`src/rtl/up_counter.sv`:
```
`default_nettype none
// +--------------------------------------------------------------------------+
// | Module   : up_counter                                                    |
// | Purpose  : N-bit modulo-(MAX_VAL+1) up counter with enable, terminal-    |
// |            count flag and registered wrap pulse. Optional macro          |
// |            UP_COUNTER_SATURATE_EN makes the counter stop at MAX_VAL.     |
// | Revision : 1.0  initial release                                          |
// +--------------------------------------------------------------------------+
module up_counter #(
  parameter int unsigned      N       = 4,
  parameter longint unsigned  MAX_VAL = (64'd1 << N) - 64'd1
) (
  input  logic         clk,
  input  logic         rst,
  input  logic         enable,
  output logic [N-1:0] count,
  output logic         tc,
  output logic         wrap
);

  // Out-of-range MAX_VAL falls back to the full N-bit range.
  localparam longint unsigned FULL_SCALE = (64'd1 << N) - 64'd1;
  localparam longint unsigned MAX_CLAMP  =
      ((MAX_VAL < 64'd1) || (MAX_VAL > FULL_SCALE)) ? FULL_SCALE : MAX_VAL;
  localparam logic [N-1:0]    MAX_C      = N'(MAX_CLAMP);

  logic [N-1:0] count_q;
  logic [N-1:0] count_d;
  logic         wrap_q;
  logic         wrap_d;
  logic         at_max;

  assign at_max = (count_q == MAX_C);

  always_comb begin
    count_d = count_q;
    wrap_d  = 1'b0;
    if (enable) begin
      if (at_max) begin
`ifdef UP_COUNTER_SATURATE_EN
        count_d = MAX_C;
        wrap_d  = 1'b0;
`else
        // Explicit compare selects the wrap so non-power-of-two moduli work.
        count_d = '0;
        wrap_d  = 1'b1;
`endif
      end else begin
        count_d = count_q + N'(1);
      end
    end
  end

  always_ff @(posedge clk or posedge rst) begin
    if (rst) begin
      count_q <= '0;
      wrap_q  <= 1'b0;
    end else begin
      count_q <= count_d;
      wrap_q  <= wrap_d;
    end
  end

  assign count = count_q;
  assign tc    = at_max;
  assign wrap  = wrap_q;

endmodule
`default_nettype wire

```
`config.mk`:
```
export PLATFORM = sky130hd
export DESIGN_NAME = up_counter
export DESIGN_NICKNAME = d
export VERILOG_FILES = /design/src/rtl/up_counter.sv
export SDC_FILE = /design/constraint.sdc
export NUM_CORES = 1
export LEC_CHECK = 0
export CELL_PAD_IN_SITES_DETAIL_PLACEMENT = 0
export CELL_PAD_IN_SITES_GLOBAL_PLACEMENT = 1
export CORE_AREA = 2 2 39 41
export DETAILED_ROUTE_END_ITERATION = 6
export DIE_AREA = 0 0 41 43
export HOLD_SLACK_MARGIN = 0.06
export PLACE_DENSITY = 0.51
export REMOVE_ABC_BUFFERS = 1
export SKIP_CTS_REPAIR_TIMING = 1
export SYNTH_ARGS = -nofsm -noshare
export SYNTH_HDL_FRONTEND = slang
export SYNTH_SLANG_ARGS = --single-unit
```
`constraint.sdc`:
```
create_clock -name clk -period 1.55 [get_ports clk]
set_input_delay 0.2325 -clock clk [delete_from_list [all_inputs] [get_ports clk]]
set_output_delay 0.2325 -clock clk [all_outputs]
set_load 0.005 [all_outputs]
```
# --- Word-level counts from Yosys, hierarchy flattened ---
# Cells that the tools add are included.
classes:
  eq_ne: 1
  n_mux: 3
  addsub: 1
ops:
  columns: ["op", "n"]
  rows:
  - ["4-bit by 1-bit adder with 4-bit output (second input constant)", 1]
  - ["4-bit equality test (second input constant)", 1]
  - ["4-bit 2-to-1 mux", 1]
  - ["1-bit 2-to-1 mux", 2]
totals:
  reg_bits: 5
  inputBits: 3
  output_inout_bits: 6
  elab_cells: 7

# --- Logic depth before layout (Yosys ltp) ---
depth:
  depth_word: 3
  mapped_depth: 4
  ltp_nobuf: 4

# --- Worst setup path before layout ---
# No wires, ideal clock.
synth_path:
  path_type: "reg2reg"
  startpoint: "reg count_q[0], in the netlist count[0]"
  endpoint: "reg count_q[0], in the netlist count[0]"
  setup_time_ns: 0.125
  stages_incl_launch_ff: 5
  synth_period_minus_slack_ns: 1.236
  arrival_time_ns: 1.111
  n_path_buf: 0
  slack_ns: 0.314
  required_time_ns: 1.425
  cell_sequence: "dfrtp_1 ha_1 and3_4 nor2_2 mux2_4"
synth_between:
  elab_chain_cells: 2
  word_cells_on_any_way: 3
  classes_between: "add/sub: 1; eq/ne: 1; mux: 1"
synth_rtl:
  columns: ["element", "line_no", "rtl"]
  rows:
  - ["start, declared", "27", "logic [N-1:0] count_q;"]
  - ["start signal, assigned", "59", "count_q <= count_d;"]
  - ["4-bit equality test", "33", "assign at_max = (count_q == MAX_C);"]
  - ["via tc", "17", "output logic tc,"]
  - ["4-bit 2-to-1 mux", "39", "if (at_max) begin"]
# The timed path passes the listed nets, and every way through them passes these cells.
# A chain may end at the register's enable or synchronous reset.

# --- Final worst setup path ---
layout_path:
  startpoint: "reg count_q[0], in the netlist count[0]"
  endpoint: "out count[0]"
layout_lines:
  columns: ["element", "line_no", "rtl"]
  rows:
  - ["end, declared", "16", "output logic [N-1:0] count,"]
# No word-level cell between the ends.

==> impl_metrics.ini <==
[logic_synthesis]
syn_area_um2 = 230
avgSynthCellArea_um2 = 11.5
synth_warnings = 0
synth_cells = 20
ys_ff_latch = 5
synth.distinct_cells = 13
ys_seq_area_frac = 0.543

[power]
power_density_nw_per_um2 = 1940
irDropWorstVdd_v = 0.000643
cellLeakagePower_uw = 0.000181

[worst_setup_path]
ff2ff_setup_slack_ps = 440
path_cells = buf_4, clkdlybuf4s50_1
critPathLaunch = count[0]
r2r-end = count[0]
crit_type = flip-flop to output pin
crit_path_end = count[0]
critPathRequiredTime_ps = 1320
reg2reg_from = count[1]
cp-end-kind = output pin
crit_slowest_cell = clkdlybuf4s50_1
critPathMaxStageDelay_ps = 490
critical_path_arrival_ps = 1210
start_kind = flip-flop
crit_fanout = 5
worstRegToRegCells = 4

[die]
core_um2 = 1380
die_area_um2 = 1760
die_h_um = 43
rows = 14
ios = 9
die_w_um = 41
initial_core_util = 0.166

[job]
drv_cap = 0

[place]
pre_cts_ws_ps = 110
dp.cells = 47
placed_cell_area_um2 = 353
dp_hpwl_um = 375
port_buffers = 8
globalplace.congestion = 0.768

[global_route]
antenna_found_initial = 0
grt_pass1_vias = 187
grt_overflow = 0
grt_pass1_wl_um = 765
grt_max_degree = 6
grt_util_all_layers = 0.0708

[finish]
finalNetCount = 40
area_growth_pct = 66.8
utilization = 0.278
drive_above_1_share = 0.314
final_area_um2 = 384
instances_no_fill = 51
antenna_cells = 0

[sta]
fin_tns_setup_ps = 0
setup_viol = 0
hold_violations = 0
timing.final.crit_share = 0.932
worstMarginPinSlew_ps = 218
slew-limit-headroom = 0.854
grt_setup_unrepaired = false
drv_slew = 0
period_minus_slack_ps = 1450
max_freq_ghz = 0.692
finClkSkew_ps = 3.23
setup_ws_ps = 105

[route]
num_vias = 193
drc = 0
via_per_inst = 3.78
drt_iter0_drc = 0
drt_pre_antenna_iters = 1
wirelength_um = 481
wl_per_cell_um = 9.43
final_antenna_net_count = 0

[clock_network]
clk_pin_slew_ps = 40
htreeDepth = 1
cts_buffers = 3
clk_root_buffer_cell = clkbuf_4
cts_tree = yes
clock_sinks = 5
clkLatencyLatePin_ps = 240
clockBufferDepth = 2

[worst_hold_path]
hp-class = input pin to async pin

[outcome]
status = finished clean
-- critical path: cells and delay by family (launching register included) --
family | cells | cell delay (ps)
buffers and inverters | 2 | 630
flip-flops | 1 | 340
-- how the worst min path moves through the flow --
stage / from / to / slack, ps / cells past startpoint
after floorplan: rst / count[0] / 10 / 1
after global placement: rst / count[3] / 460 / 2
after detailed placement: rst / count[3] / 460 / 2
after CTS: rst / count[0] / 200 / 2
after global routing: rst / count[0] / 210 / 2
final: rst / count[0] / 200 / 2
-- cell usage after synthesis --
cell,count,share of area
mux2_4,1,0.065
ha_1,1,0.054
mux2_2,1,0.049
xnor2_1,1,0.038
nor2_2,1,0.027
nand4_1,1,0.027
o21ai_0,2,0.043
a21oi_1,1,0.022
nand2_1,3,0.049
dfrtp_1,5,0.54
inv_1,1,0.016
nor2_1,1,0.016
and3_4,1,0.049
-- registers in the layout (all words and copies together) (netlist names) --
| name | count |
|---|---|
| count | 4 |
| wrap | 1 |
-- stage by stage --
step	total power [uW]	hold slack, ps
3_3_place_gp	598	455
3_5_place_dp	602	456
6_report	744	202
4_1_cts	760	201
2_1_floorplan	387	11.0
5_1_grt	812	211
-- metal layers --
layer  global-route usage  wire length (um)  vias up
met1                0.105               239       86
met4               0.0600                 0        0
met3               0.0314                44        0
met5                    0                 0        -
met2               0.0719               197        8
li1                     -                 -       99
-- placed cells by master (no fill, tap or decap), types with 2 or more instances in the layout --
master / instances
clkdlybuf4s50_1: 7
dfrtp_1: 5
nand2_1: 3
clkbuf_4: 3
buf_4: 3
o21ai_0: 2
-- where the power goes --
group          leakage (uW)  internal [uW]  total, uW  switching (uW)
Combinational      0.000105            236        360             125
Sequential        0.0000617            186        237            50.5
Clock             0.0000150           97.1        147            50.0
Total              0.000181            519        744             225
-- logic make-up after synthesis --
family,count (synthesis),synth area share
adders and majority gates,1,0.0543
DFF,5,0.543
AOI/OAI and AO/OA,3,0.0652
xor gates and xnor gates,1,0.0381
buffers and inverters,1,0.0163
muxes,2,0.114
and+or+nand+nor,7,0.168
-- area by class of cell --
cell class	count	area, um^2
sequential	5	125
inverter	1	3.75
multi-input combinational	14	104
timing repair buffer	11	105
tap	16	20.0
fill	152	1000
clock buffer	4	26.3
(Power assumes the default switching activity.)
